===== config.mk =====
export PLATFORM = sky130hd
export DESIGN_NAME = tlb_refill_ctrl_flat
export DESIGN_NICKNAME = d
export VERILOG_FILES = /design/src/rtl/tlb_refill_ctrl_if.sv /design/src/rtl/tlb_refill_ctrl.sv /design/src/flat_wrapper.sv
export SDC_FILE = /design/constraint.sdc
export NUM_CORES = 1
export LEC_CHECK = 0
export ABC_AREA = 1
export CAP_MARGIN = 20
export CORE_ASPECT_RATIO = 1.25
export CORE_UTILIZATION = 45
export CTS_CLUSTER_SIZE = 12
export DETAILED_ROUTE_END_ITERATION = 8
export PLACE_DENSITY = 0.87
export SLEW_MARGIN = 40
export SYNTH_ARGS = -nofsm -noshare
export SYNTH_HDL_FRONTEND = slang
export SYNTH_SLANG_ARGS = --single-unit

===== constraint.sdc =====
create_clock -name clk -period 2.89 [get_ports clk]
set_input_delay 0.7225 -clock clk [delete_from_list [all_inputs] [get_ports clk]]
set_output_delay 0.7225 -clock clk [all_outputs]
set_load 0.05 [all_outputs]

===== src/rtl/tlb_refill_ctrl_if.sv =====
// Miss / page-walk / TLB-write signal bundle for the TLB refill controller.
// The slave modport is the controller's view; master is the surrounding MMU side.
interface tlb_refill_ctrl_if #(
  parameter int VPN_W = 27,
  parameter int PTE_W = 64
);
  logic             MissValid;
  logic [VPN_W-1:0] MissVPN;
  logic             MissReady;
  logic             PTW_ReqValid;
  logic [VPN_W-1:0] PTW_ReqVPN;
  logic             PTW_ReqReady;
  logic             PTW_RespValid;
  logic [PTE_W-1:0] PTW_RespPTE;
  logic             PTW_RespFault;
  logic [4:0]       LRU_Way;
  logic             Flush;
  logic             WrEn;
  logic [4:0]       WrWay;
  logic [VPN_W-1:0] WrVPN;
  logic [PTE_W-1:0] WrPTE;
  logic             WriteAccess;
  logic [4:0]       WriteWay;
  logic [31:0]      ValidVec;
  logic             RefillDone;
  logic             RefillFault;
  logic             Busy;

  modport slave (
    input  MissValid, MissVPN, PTW_ReqReady, PTW_RespValid, PTW_RespPTE,
           PTW_RespFault, LRU_Way, Flush,
    output MissReady, PTW_ReqValid, PTW_ReqVPN, WrEn, WrWay, WrVPN, WrPTE,
           WriteAccess, WriteWay, ValidVec, RefillDone, RefillFault, Busy
  );

  modport master (
    output MissValid, MissVPN, PTW_ReqReady, PTW_RespValid, PTW_RespPTE,
           PTW_RespFault, LRU_Way, Flush,
    input  MissReady, PTW_ReqValid, PTW_ReqVPN, WrEn, WrWay, WrVPN, WrPTE,
           WriteAccess, WriteWay, ValidVec, RefillDone, RefillFault, Busy
  );
endinterface


===== src/rtl/tlb_refill_ctrl.sv =====
// Single-outstanding TLB miss refill: walk request, PTE capture, victim pick,
// one-cycle array write, and ownership of the per-way valid bits (incl. flush).
module tlb_refill_ctrl #(
  parameter int VPN_W = 27,
  parameter int PTE_W = 64,
  parameter int NWAYS = 32
) (
  input  logic             clk,
  input  logic             rst,
  tlb_refill_ctrl_if.slave bus
);

  typedef enum logic [1:0] {S_IDLE, S_REQ, S_WAIT, S_WRITE} state_e;

  state_e           state_q, state_d;
  logic [VPN_W-1:0] vpn_q;
  logic [PTE_W-1:0] pte_q;
  logic [4:0]       way_q;
  logic [NWAYS-1:0] valid_q, valid_d;
  logic             stale_q, stale_d;
  logic             done_q, fault_q;

  logic             accept, resp_ok, resp_flt, wr_fire;
  logic [NWAYS-1:0] valid_eff;
  logic [4:0]       victim;

  assign accept   = (state_q == S_IDLE) && bus.MissValid && !bus.Flush;
  assign resp_ok  = (state_q == S_WAIT) && bus.PTW_RespValid && !bus.PTW_RespFault;
  assign resp_flt = (state_q == S_WAIT) && bus.PTW_RespValid && bus.PTW_RespFault;
  assign wr_fire  = (state_q == S_WRITE) && !bus.Flush;

  // Victim is chosen against the valid bits as a same-cycle flush leaves them.
  always_comb begin
    valid_eff = bus.Flush ? '0 : valid_q;
    victim    = bus.LRU_Way;
    for (int i = NWAYS - 1; i >= 0; i--) begin
      if (!valid_eff[i]) victim = 5'(i);
    end
  end

  always_ff @(posedge clk or negedge rst) begin
    if (!rst) state_q <= S_IDLE;
    else      state_q <= state_d;
  end

  always_comb begin
    state_d = state_q;
    case (state_q)
      S_IDLE:  if (accept) state_d = S_REQ;
      S_REQ:   if (bus.PTW_ReqReady) state_d = S_WAIT;
      // A response that arrives after (or with) a flush is consumed but dropped.
      S_WAIT:  if (bus.PTW_RespValid)
                 state_d = (bus.PTW_RespFault || stale_q || bus.Flush) ? S_IDLE : S_WRITE;
      S_WRITE: state_d = S_IDLE;
      default: state_d = S_IDLE;
    endcase
  end

  always_comb begin
    stale_d = 1'b0;
    if (state_d != S_IDLE)
      stale_d = stale_q || (bus.Flush && (state_q == S_REQ || state_q == S_WAIT));
    valid_d = valid_q;
    if (bus.Flush)   valid_d = '0;
    else if (wr_fire) valid_d = valid_q | (NWAYS'(1) << way_q);
  end

  always_ff @(posedge clk or negedge rst) begin
    if (!rst) begin
      vpn_q   <= '0;
      pte_q   <= '0;
      way_q   <= '0;
      valid_q <= '0;
      stale_q <= 1'b0;
      done_q  <= 1'b0;
      fault_q <= 1'b0;
    end else begin
      if (accept) vpn_q <= bus.MissVPN;
      if (resp_ok) begin
        pte_q <= bus.PTW_RespPTE;
        way_q <= victim;
      end
      valid_q <= valid_d;
      stale_q <= stale_d;
      done_q  <= wr_fire;
      fault_q <= resp_flt;
    end
  end

  always_comb begin
    bus.MissReady    = (state_q == S_IDLE) && !bus.Flush;
    bus.PTW_ReqValid = (state_q == S_REQ);
    bus.PTW_ReqVPN   = vpn_q;
    bus.WrEn         = wr_fire;
    bus.WrWay        = way_q;
    bus.WrVPN        = vpn_q;
    bus.WrPTE        = pte_q;
    bus.WriteAccess  = wr_fire;
    bus.WriteWay     = way_q;
    bus.ValidVec     = 32'(valid_q);
    bus.RefillDone   = done_q;
    bus.RefillFault  = fault_q;
    bus.Busy         = (state_q != S_IDLE);
  end

endmodule


===== src/flat_wrapper.sv =====
// flat-port wrapper written by rule: the top's interface ports become plain ports
module tlb_refill_ctrl_flat 
#(
  parameter int VPN_W = 27,
  parameter int PTE_W = 64,
  parameter int NWAYS = 32
)
  (clk, rst, bus_MissValid, bus_MissVPN, bus_PTW_ReqReady, bus_PTW_RespValid, bus_PTW_RespPTE, bus_PTW_RespFault, bus_LRU_Way, bus_Flush, bus_MissReady, bus_PTW_ReqValid, bus_PTW_ReqVPN, bus_WrEn, bus_WrWay, bus_WrVPN, bus_WrPTE, bus_WriteAccess, bus_WriteWay, bus_ValidVec, bus_RefillDone, bus_RefillFault, bus_Busy);
  tlb_refill_ctrl_if #(.VPN_W(VPN_W), .PTE_W(PTE_W)) bus_i ();
  input  logic clk;
  input  logic rst;
  input wire logic [$bits(bus_i.MissValid)-1:0] bus_MissValid;
  input wire logic [$bits(bus_i.MissVPN)-1:0] bus_MissVPN;
  input wire logic [$bits(bus_i.PTW_ReqReady)-1:0] bus_PTW_ReqReady;
  input wire logic [$bits(bus_i.PTW_RespValid)-1:0] bus_PTW_RespValid;
  input wire logic [$bits(bus_i.PTW_RespPTE)-1:0] bus_PTW_RespPTE;
  input wire logic [$bits(bus_i.PTW_RespFault)-1:0] bus_PTW_RespFault;
  input wire logic [$bits(bus_i.LRU_Way)-1:0] bus_LRU_Way;
  input wire logic [$bits(bus_i.Flush)-1:0] bus_Flush;
  output wire logic [$bits(bus_i.MissReady)-1:0] bus_MissReady;
  output wire logic [$bits(bus_i.PTW_ReqValid)-1:0] bus_PTW_ReqValid;
  output wire logic [$bits(bus_i.PTW_ReqVPN)-1:0] bus_PTW_ReqVPN;
  output wire logic [$bits(bus_i.WrEn)-1:0] bus_WrEn;
  output wire logic [$bits(bus_i.WrWay)-1:0] bus_WrWay;
  output wire logic [$bits(bus_i.WrVPN)-1:0] bus_WrVPN;
  output wire logic [$bits(bus_i.WrPTE)-1:0] bus_WrPTE;
  output wire logic [$bits(bus_i.WriteAccess)-1:0] bus_WriteAccess;
  output wire logic [$bits(bus_i.WriteWay)-1:0] bus_WriteWay;
  output wire logic [$bits(bus_i.ValidVec)-1:0] bus_ValidVec;
  output wire logic [$bits(bus_i.RefillDone)-1:0] bus_RefillDone;
  output wire logic [$bits(bus_i.RefillFault)-1:0] bus_RefillFault;
  output wire logic [$bits(bus_i.Busy)-1:0] bus_Busy;
  assign bus_i.MissValid = bus_MissValid;
  assign bus_i.MissVPN = bus_MissVPN;
  assign bus_i.PTW_ReqReady = bus_PTW_ReqReady;
  assign bus_i.PTW_RespValid = bus_PTW_RespValid;
  assign bus_i.PTW_RespPTE = bus_PTW_RespPTE;
  assign bus_i.PTW_RespFault = bus_PTW_RespFault;
  assign bus_i.LRU_Way = bus_LRU_Way;
  assign bus_i.Flush = bus_Flush;
  assign bus_MissReady = bus_i.MissReady;
  assign bus_PTW_ReqValid = bus_i.PTW_ReqValid;
  assign bus_PTW_ReqVPN = bus_i.PTW_ReqVPN;
  assign bus_WrEn = bus_i.WrEn;
  assign bus_WrWay = bus_i.WrWay;
  assign bus_WrVPN = bus_i.WrVPN;
  assign bus_WrPTE = bus_i.WrPTE;
  assign bus_WriteAccess = bus_i.WriteAccess;
  assign bus_WriteWay = bus_i.WriteWay;
  assign bus_ValidVec = bus_i.ValidVec;
  assign bus_RefillDone = bus_i.RefillDone;
  assign bus_RefillFault = bus_i.RefillFault;
  assign bus_Busy = bus_i.Busy;
  tlb_refill_ctrl #(.VPN_W(VPN_W), .PTE_W(PTE_W), .NWAYS(NWAYS)) u_core (.clk(clk), .rst(rst), .bus(bus_i));
endmodule

==> run_results.csv, run 1 <==
group,metric,value,unit
routing,wl_met1,6155,um
sta,finClkSkew,0.005674,ns
grt,grt_max_degree,134,
power,p_leak,4.055,nW
synth,synthDistinctLibCells,28,
cts,worstSkewPairLatency,0.42,ns
critical_path,crit_arrival,2.03,ns
cts,cts_resized,0,
cts,cts_tree,"done",
cells_and_area,final_nets,973,
cells_and_area,nFillCells,920,
sta,hold_viol_final,0,
critical_path,critPathTopFamily,"buffers and inverters",
routing,drcViolationCount,0,
grt,antenna_found_initial,0,
critical_path,worstPathRequired,2.17,ns
min_path,hold_path_class,"input port to asynchronous set/reset pin",
routing,viasPerCell,4.970,
synth,syn_inst,626,
routing,drt_iter0_drc,296,
routing,top_layer_used,"met4",
cells_and_area,ff_latch_area,3328,um2
synth,syn_area_per_cell,9.168,um2
grt,grt_pass1_wl,25920,um
critical_path,path_cells,"inv_1 -> ha_1 -> clkdlybuf4s50_1",
die,fp.dieArea,13210,um2
synth,syn_area,5739,um2
die,initial_core_util,46.76,%
cts,postCtsSetupBuffers,0,
die,pin_count,270,
sta,max-slew-margin-rel,51.33,%
routing,antenna_left,0,
cells_and_area,n_antenna_cell,0,
routing,drt_pass1_iterations,7,
grt,first_global_vias,5154,
die,rows,45,
routing,vias,5174,
die,die-width,103.0,um
sta,rsz0062_at_grt,"false",
cts,cts_root_buf,"clkbuf_16",
power,cellPowerDensity,1275,nW/um2
cts,cts.clk_slew.worst_paths,0.06,ns
critical_path,crit_path_max_fanout,5,
die,die_y,128.3,um
cts,numCtsBuffers,17,
cts,clock_path_buffers,2,
routing,wl,17000,um
sta,finalSetupViolCount,0,
grt,globalRouteTotalUtil,26.50,%
synth,synth.top_cell.area_share,57.99,%
synth,synth_edf_count,0,
critical_path,crit_path_start,"u_core.state_q[1]",
sta,hold_slack,0.3787,ns
synth,yosys.area.top_type,"dfrtp_1",
synth,yosysWarnings,0,
die,core-area,12270,um2
critical_path,critPathLaunchType,"flip-flop",
sta,drv_slew,0,
cts,cts_hold_buf,0,
critical_path,r2r-start,"u_core.bus.ValidVec[31]",
grt,gr-total-overflow,0,
routing,wl_per_cell,16.33,um
sta,fmaxAchievable,0.3638,GHz
sta,fin_tns_setup,0,ns
cts,cts_sinks,133,
routing,wl_met3,1259,um
critical_path,slowest_delay,0.85,ns
sta,tightest_slew,0.7301,ns
synth,yosysSeqAreaShare,57.99,%
cells_and_area,drive_gt1_share,8.438,%
cells_and_area,multi_input_area,1928,um2
status,status,"finished clean",
placement,io_buffers,269,
critical_path,crit_buf_inv,2,
power,vdd_drop_max,0.0007140,V
critical_path,crit_type,"flip-flop to output port",
flow_run,cap_violations,0,
sta,period_needed,2.749,ns
cts,htree_levels,4,
cells_and_area,area_growth_syn_to_layout,57.21,%
critical_path,cp-end-kind,"output port",
synth,synthFlopType,"dfrtp_1",
synth,async_flop_share,100.0,%
sta,period_share,95.11,%
routing,dr_wl_met2,8964,um
cells_and_area,utilization,73.51,%
synth,syn_nets,734,
critical_path,cpMaxStageDelayCell,"clkdlybuf4s50_1",
synth,synth-seq-cells,133,
placement,dp_hpwl,12280,um
synth,yosys-top-cells-area,"dfrtp_1 (58%), nand2_1 (17%), mux2_2 (5.3%), buf_4 (4.4%), o21ai_0 (2.4%)",
placement,place_congestion,0.8667,
routing by layer:
| layer | global-route usage (%) | vias to the layer above |
|---|---|---|
| met5 | 0 | - |
| met4 | 14.58 | 0 |
| met3 | 7.034 | 44 |
| met2 | 45.73 | 241 |
| met1 | 29.24 | 2437 |
| li1 | - | 2452 |
cells in the final DEF, fill, tap and decap left out:
| cell type | n |
|---|---|
| or4_1 | 1 |
| bufinv_16 | 4 |
| clkdlybuf4s50_1 | 265 |
| clkbuf_16 | 17 |
| nand4_1 | 20 |
| nor4_1 | 1 |
| o32ai_1 | 2 |
| nor3_1 | 2 |
| inv_1 | 30 |
| o211ai_1 | 1 |
| o31ai_1 | 2 |
| o211a_1 | 1 |
| nor2_1 | 18 |
| buf_12 | 4 |
| ha_1 | 5 |
| a211oi_1 | 1 |
| or3_1 | 1 |
| and3_1 | 1 |
| clkinv_2 | 7 |
| nor2_4 | 1 |
| buf_4 | 10 |
| dfrtp_1 | 133 |
| o21ai_0 | 27 |
| nand2_1 | 264 |
| inv_2 | 1 |
| a21oi_1 | 5 |
| clkbuf_8 | 3 |
| mux2_2 | 27 |
| nand3_1 | 5 |
| a31oi_1 | 1 |
| o22ai_1 | 13 |
| clkinv_1 | 4 |
cell type report:
class | count | share of cell area (%)
repair buffers | 279 | 31.12
inverters | 35 | 1.456
clock inverters | 11 | 1.720
multi-input cells | 399 | 21.37
well taps | 164 | 2.274
clock buffers | 20 | 5.173
flip-flops and latches | 133 | 36.89
Yosys cell counts, types with 2 or more instances:
cell type	count
a21oi_1	5
inv_1	31
nand4_1	20
buf_1	2
nor2_1	19
mux2_2	27
o32ai_1	2
nor3_1	2
buf_2	2
nand2_1	264
nand3_1	5
clkbuf_1	20
dfrtp_1	133
buf_4	34
o21ai_0	27
clkinv_1	4
o22ai_1	13
ha_1	5
o31ai_1	2
where the power goes:
group	switching [W]	leakage [nW]	total, W	internal, W
sequential	0.000496	1.70	0.00302	0.00253
combinational	0.00423	2.04	0.00623	0.00200
clock	0.000760	0.315	0.00225	0.00149
total	0.00548	4.05	0.0115	0.00602
cell families (layout without fill, tap and decap cells):
| group | after synthesis | count (layout) | synth area share, % |
|---|---|---|---|
| simple gates | 314 | 314 | 21.76 |
| flops | 133 | 133 | 57.99 |
| buf+inv | 94 | 345 | 8.546 |
| compound gates | 53 | 53 | 5.320 |
| mux | 27 | 27 | 5.298 |
| fa+ha+maj | 5 | 5 | 1.090 |
registers in the layout (all words and copies together), names as in the netlist:
register	flops
u_core.bus.PTW_ReqVPN	27
u_core.bus.RefillDone	1
u_core.bus.RefillFault	1
u_core.bus.ValidVec	32
u_core.bus.WrPTE	64
u_core.bus.WrWay	5
u_core.stale_q	1
u_core.state_q	2
final timing paths:
path / cells after the start / slack [ns] / endpoint
setup / recovery: 3 / 0.14 / bus_PTW_ReqValid
hold / removal: 2 / 0.38 / u_core.bus.WrPTE[52]
setup reg to reg: 33 / 0.71 / u_core.bus.WrWay[0]
hold reg to reg: 2 / 0.47 / u_core.bus.WrPTE[27]
max in group asynchronous: 2 / 1.93 / u_core.bus.ValidVec[20]
min in group clk: 2 / 0.47 / u_core.bus.WrPTE[27]
stage by stage:
| stage | worst slack, ns | cells | instance area [um2] | power (W) |
|---|---|---|---|---|
| finish | 0.1413 | 1041 | 9022 | 0.01151 |
| global placement | 0.01418 | 1010 | 8401 | 0.009134 |
| detailed placement | 0.001053 | 1010 | 8401 | 0.009270 |
| CTS | 0.1221 | 1041 | 9022 | 0.01159 |
| global route | 0.04322 | 1041 | 9022 | 0.01199 |
| floorplan | 0.09084 | 626 | 5739 | 0.007228 |
(Power assumes the default switching activity.)
==> run 2: changes to the inputs <==
- REMOVE_ABC_BUFFERS: unset -> 1
==> run 2 against run 1 <==
  * Utilization up 0.71 points
  * Via count increased by 2.3%
  * Sequential power hardly changed
  * Fmax down 2.0%
  * The flow now finishes with violations (DRC)
  * Non-clock buffer count stayed put
  * Die area stayed put
  * Worst setup slack worse by 0.057 ns
  * Routed wire length increased by 0.88%
  * Global-route usage up 0.88 points
  * Sequential share of layout area down 0.35 points
  * Clock skew up 0.0077 ns
  * Critical path depth is the same
==> run_results.csv, run 2 (synthesized netlist as in run 1, its figures left out) <==
group,metric,value,unit
status,status,"finished, violations left",
status,violations,"DRC",
sta,period_share,97.07,%
sta,tightest_slew,0.6944,ns
sta,finClkSkew,0.01340,ns
grt,met3_usage,8.124,%
sta,rsz0062_at_grt,"false",
routing,drt_iter0_drc,379,
die,die_y,128.3,um
power,p_leak,4.086,nW
die,core-area,12270,um2
grt,grt_use_met2,45.84,%
cts,postCtsSetupBuffers,0,
cts,cts_tree,"done",
placement,place_congestion,0.9173,
cts,htree_levels,4,
grt,grt_max_degree,134,
cts,cts.clk_slew.worst_paths,0.06,ns
sta,finalSetupViolCount,0,
grt,antenna_found_initial,0,
sta,hold_viol_final,0,
routing,drcViolationCount,1,
routing,wl,17150,um
power,cellPowerDensity,1294,nW/um2
critical_path,cp-end-kind,"output port",
critical_path,worstPathRequired,2.17,ns
cts,numCtsBuffers,17,
grt,first_global_vias,5297,
grt,grt-busiest-layer,"met2",
cells_and_area,drive_gt1_share,8.324,%
routing,antenna_left,0,
cells_and_area,area_growth_syn_to_layout,58.73,%
cts,cts_sinks,133,
power,vdd_drop_max,0.0008406,V
placement,place_inst,1010,
grt,globalRouteTotalUtil,27.39,%
cts,cts_resized,0,
cells_and_area,largest_reg_flops,64,
routing,viasPerCell,5.085,
critical_path,critPathLaunchType,"flip-flop",
power,switchingPower,0.005522,W
cells_and_area,fin_cells,1041,
critical_path,crit_type,"flip-flop to output port",
die,initial_core_util,46.76,%
cells_and_area,n_antenna_cell,0,
placement,dp_hpwl,12000,um
power,intPower,0.006265,W
grt,use_met1,32.29,%
cells_and_area,final_nets,973,
die,fp.dieArea,13210,um2
flow_run,cap_violations,0,
routing,drt_pass1_iterations,9,
sta,period_needed,2.805,ns
cts,clock_path_buffers,2,
critical_path,crit_arrival,2.08,ns
power,p_comb_share,52.9,%
cells_and_area,final_cell_mix,"nand2_1 (264), clkdlybuf4s50_1 (264), dfrtp_1 (133)",
die,die-width,103.0,um
die,pin_count,270,
min_path,hold_path_class,"input port to asynchronous set/reset pin",
grt,grt_pass1_wl,27170,um
cts,cts_hold_buf,0,
cts,worstSkewPairLatency,0.42,ns
sta,fmaxAchievable,0.3565,GHz
grt,gr-total-overflow,0,
critical_path,crit_path_max_fanout,5,
power,clockPowerShare,21.6,%
sta,max-slew-margin-rel,53.70,%
power,switching_share,46.85,%
die,rows,45,
power,seqPwrFrac,25.5,%
placement,io_buffers,269,
routing,vias,5294,
sta,drv_slew,0,
cells_and_area,utilization,74.22,%
cts,cts_root_buf,"clkbuf_16",
routing,wl_per_cell,16.48,um
[run 2: cell types whose count changed in the layout (fill, tap and decap cells not counted)]
cell and change:
buf_12 +1, buf_4 -1, bufinv_16 +3, clkbuf_1 +1, clkbuf_8 -2, clkdlybuf4s50_1 -1, clkinv_2 -7, clkinv_4 +3
clkinvlp_4 +2, dlymetal6s2s_1 +1
[run 2: area by class of cell]
| cell class | count | area (um2) |
|---|---|---|
| clock buffers | 19 | 442.9 |
| fillers | 850 | 3164 |
| flip-flops and latches | 133 | 3328 |
| clock inverters | 12 | 251.5 |
| well taps | 164 | 205.2 |
| inverters | 35 | 131.4 |
| multi-input cells | 399 | 1928 |
| repair buffers | 279 | 2823 |
[run 2: final timing paths]
kind,start,end,slack [ns],cells past startpoint
hold / removal,rst,u_core.bus.PTW_ReqVPN[3],0.40,2
hold reg to reg,u_core.bus.WrPTE[7],u_core.bus.WrPTE[7],0.47,2
min in group clk,u_core.bus.WrPTE[7],u_core.bus.WrPTE[7],0.47,2
setup reg to reg,u_core.bus.ValidVec[31],u_core.bus.WrWay[0],0.57,33
max in group asynchronous,rst,u_core.bus.WrPTE[4],1.97,2
setup / recovery,u_core.state_q[1],bus_PTW_ReqValid,0.08,3
[run 2: power by group through the flow]
stage	sequential [W]	combinational [W]	clock, W
after floorplan	0.00596	0.000920	0
after global placement	0.00298	0.00616	0
after CTS	0.00300	0.00628	0.00257
after global routing	0.00308	0.00651	0.00264
final	0.00300	0.00624	0.00255
after detailed placement	0.00301	0.00624	0
[run 2: layer usage]
metal | up-vias | wire (um)
li1 | 2457 | -
met1 | 2477 | 6220
met2 | 304 | 9029
met3 | 56 | 1373
met4 | 0 | 527
met5 | - | 0
[run 2: metrics by stage]
step | setup slack, ns | TNS (ns) | cell area [um2] | total power, W | hold slack, ns
global placement | 0.003532 | 0 | 8413 | 0.009143 | 0.4528
global route | 0.004692 | 0 | 9110 | 0.01224 | 0.4807
floorplan | -2.575 | -138.86 | 5380 | 0.006880 | 0.4269
CTS | 0.05693 | 0 | 9107 | 0.01185 | 0.4505
finish | 0.08464 | 0 | 9110 | 0.01179 | 0.3993
detailed placement | -0.04439 | -0.04439 | 8413 | 0.009245 | 0.4571
[run 2: worst max-delay path, stage by stage, from the launching register on]
cell and delay (ns):
dfrtp_1 0.43, inv_1 0.16, ha_1 0.23, clkdlybuf4s50_1 0.86
==> run 3: changes to the inputs <==
==> constraint.sdc (replaced) <==
create_clock -name clk -period 2.89 [get_ports clk]
set_input_delay 0.578 -clock clk [delete_from_list [all_inputs] [get_ports clk]]
set_output_delay 0.578 -clock clk [all_outputs]
set_load 0.05 [all_outputs]
==> run 3 against run 2 <==
  * The run now ends clean
  * Hold slack worse by 0.18 ns
  * Highest routed layer unchanged
  * Flip-flop and latch count did not move
  * Clock skew is 0.0019 ns lower
  * First-iteration DRC count down 29%
  * Die area unchanged
  * Register-to-register slack better by 0.08 ns
  * Global-route usage rose by 0.36 points
  * Combinational power hardly changed
  * Routed wire length up 1.5%
  * Sequential power is essentially flat
  * Fmax increased by 2.4%
  * Worst setup slack improved by 0.065 ns
==> run_results.csv, run 3 (synthesized netlist as in run 1, its figures left out) <==
group,metric,value,unit
cts,clock_path_buffers,2,
cts,worstSkewPairLatency,0.41,ns
sta,rsz0062_at_grt,"false",
placement,pre_cts_ws,0.1118,ns
critical_path,r2r_slack,0.65,ns
sta,worst_slack,0.1494,ns
routing,viasPerCell,5.137,
routing,drt_pass1_iterations,5,
sta,max-slew-margin-rel,51.14,%
die,pin_count,270,
sta,fin_tns_setup,0,ns
cts,numCtsBuffers,17,
critical_path,crit_type,"flip-flop to output port",
sta,finalSetupViolCount,0,
cells_and_area,largest_reg_flops,64,
critical_path,critPathLaunchType,"flip-flop",
sta,hold_viol_final,0,
critical_path,worstPathRequired,2.31,ns
cells_and_area,area_growth_syn_to_layout,56.86,%
sta,drv_slew,0,
cells_and_area,layout_commonest_cell,"clkdlybuf4s50_1",
routing,drcViolationCount,0,
critical_path,crit_path_start,"u_core.state_q[0]",
cells_and_area,fin_cells,1043,
cells_and_area,final_cell_mix,"clkdlybuf4s50_1 (265), nand2_1 (264), dfrtp_1 (133)",
placement,place_congestion,0.9088,
cells_and_area,final_nets,974,
cts,cts_tree,"done",
cells_and_area,drive_gt1_share,8.532,%
critical_path,cpMaxStageDelayCell,"clkdlybuf4s50_1",
cts,cts_root_buf,"clkbuf_16",
cells_and_area,n_antenna_cell,0,
critical_path,r2r-start,"u_core.bus.ValidVec[31]",
grt,first_global_vias,5428,
grt,antenna_found_initial,0,
sta,finClkSkew,0.01151,ns
sta,period_share,94.83,%
die,initial_core_util,46.76,%
cts,cts_sinks,133,
cts,postCtsSetupBuffers,0,
sta,period_needed,2.741,ns
sta,fmaxAchievable,0.3649,GHz
grt,grt_pass1_wl,27510,um
die,fp.dieArea,13210,um2
routing,wl,17410,um
routing,wl_per_cell,16.69,um
critical_path,path_cells,"inv_1 -> ha_1 -> inv_1 -> clkdlybuf4s50_1",
cts,cts_resized,0,
routing,drt_iter0_drc,270,
cells_and_area,utilization,73.34,%
die,die-width,103.0,um
critical_path,cp-end-kind,"output port",
status,status,"finished clean",
die,die_y,128.3,um
power,cellPowerDensity,1264,nW/um2
sta,tightest_slew,0.7329,ns
placement,place_inst,1011,
die,rows,45,
power,p_leak,4.023,nW
grt,gr-total-overflow,0,
flow_run,cap_violations,0,
routing,vias,5358,
grt,globalRouteTotalUtil,27.74,%
critical_path,slowest_delay,0.84,ns
cts,cts.clk_slew.worst_paths,0.06,ns
cts,htree_levels,4,
critical_path,ff2ff_path_depth,33,
cts,cts_hold_buf,0,
die,core-area,12270,um2
placement,io_buffers,269,
critical_path,cpMostUsedCell,"inv_1",
critical_path,crit_arrival,2.16,ns
power,vdd_drop_max,0.0007624,V
placement,dp_hpwl,12410,um
critical_path,crit_path_max_fanout,5,
grt,grt_max_degree,69,
sta,hold_slack,0.2235,ns
critical_path,timing.rr.end,"u_core.bus.WrWay[0]",
critical_path,endpoint,"bus_Busy",
routing,antenna_left,0,
min_path,hold_path_class,"input port to asynchronous set/reset pin",
## run 3: changes by cell type in the layout (fill, tap and decap cells not counted), sizes merged
cell           before  now
clkdlybuf4s50     264  265
clkbuf             19   18
dlymetal6s2s        1    0
inv                31   34
clkinvlp            2    4
buf                14   15
clkinv              7    9
bufinv              7    2
## run 3: per-layer routing
metal | global-route usage (%) | share of wire, % | up-vias
met2 | 47.49 | 52 | 361
li1 | - | - | 2460
met4 | 14.42 | 4.1 | 0
met3 | 8.070 | 9.6 | 73
met5 | 0 | 0 | -
met1 | 30.85 | 34 | 2464
## run 3: area by class of cell
type / count / area (um2)
Clock buffer: 18 / 429.2
Clock inverter: 14 / 152.6
Fill cell: 881 / 3272
Inverter: 35 / 131.4
Multi-Input combinational cell: 399 / 1928
Sequential cell: 133 / 3328
Tap cell: 164 / 205.2
Timing Repair Buffer: 280 / 2828
## run 3: per-stage QoR
step | cell area, um2 | power [W]
floorplan | 5380 | 0.006880
global placement | 8421 | 0.009132
detailed placement | 8421 | 0.009252
CTS | 9002 | 0.01144
global route | 9002 | 0.01183
finish | 9002 | 0.01138
## run 3: report_power, final
group          internal, W  total, W  switching (W)
combinational      0.00200   0.00623        0.00423
sequential         0.00253   0.00303       0.000499
clock              0.00128   0.00212       0.000847
total              0.00581    0.0114        0.00557
## run 3: worst min-delay path by stage
stage	from	end	slack (ns)	depth (start not counted)
2_1_floorplan	rst	u_core.bus.PTW_ReqVPN[0]	0.28	0
3_3_place_gp	u_core.bus.WrPTE[38]	u_core.bus.WrPTE[38]	0.45	2
3_5_place_dp	u_core.bus.WrPTE[35]	u_core.bus.WrPTE[35]	0.46	2
4_1_cts	rst	u_core.bus.WrPTE[53]	0.24	1
5_1_grt	rst	u_core.bus.WrPTE[53]	0.28	1
6_report	rst	u_core.bus.WrPTE[53]	0.22	1
## run 3: worst max-delay path, delay by kind of cell, from the launching register on
kind                       cells  cell delay (ns)
adders and majority gates      1             0.24
buffers and inverters          3             1.11
DFF                            1             0.40
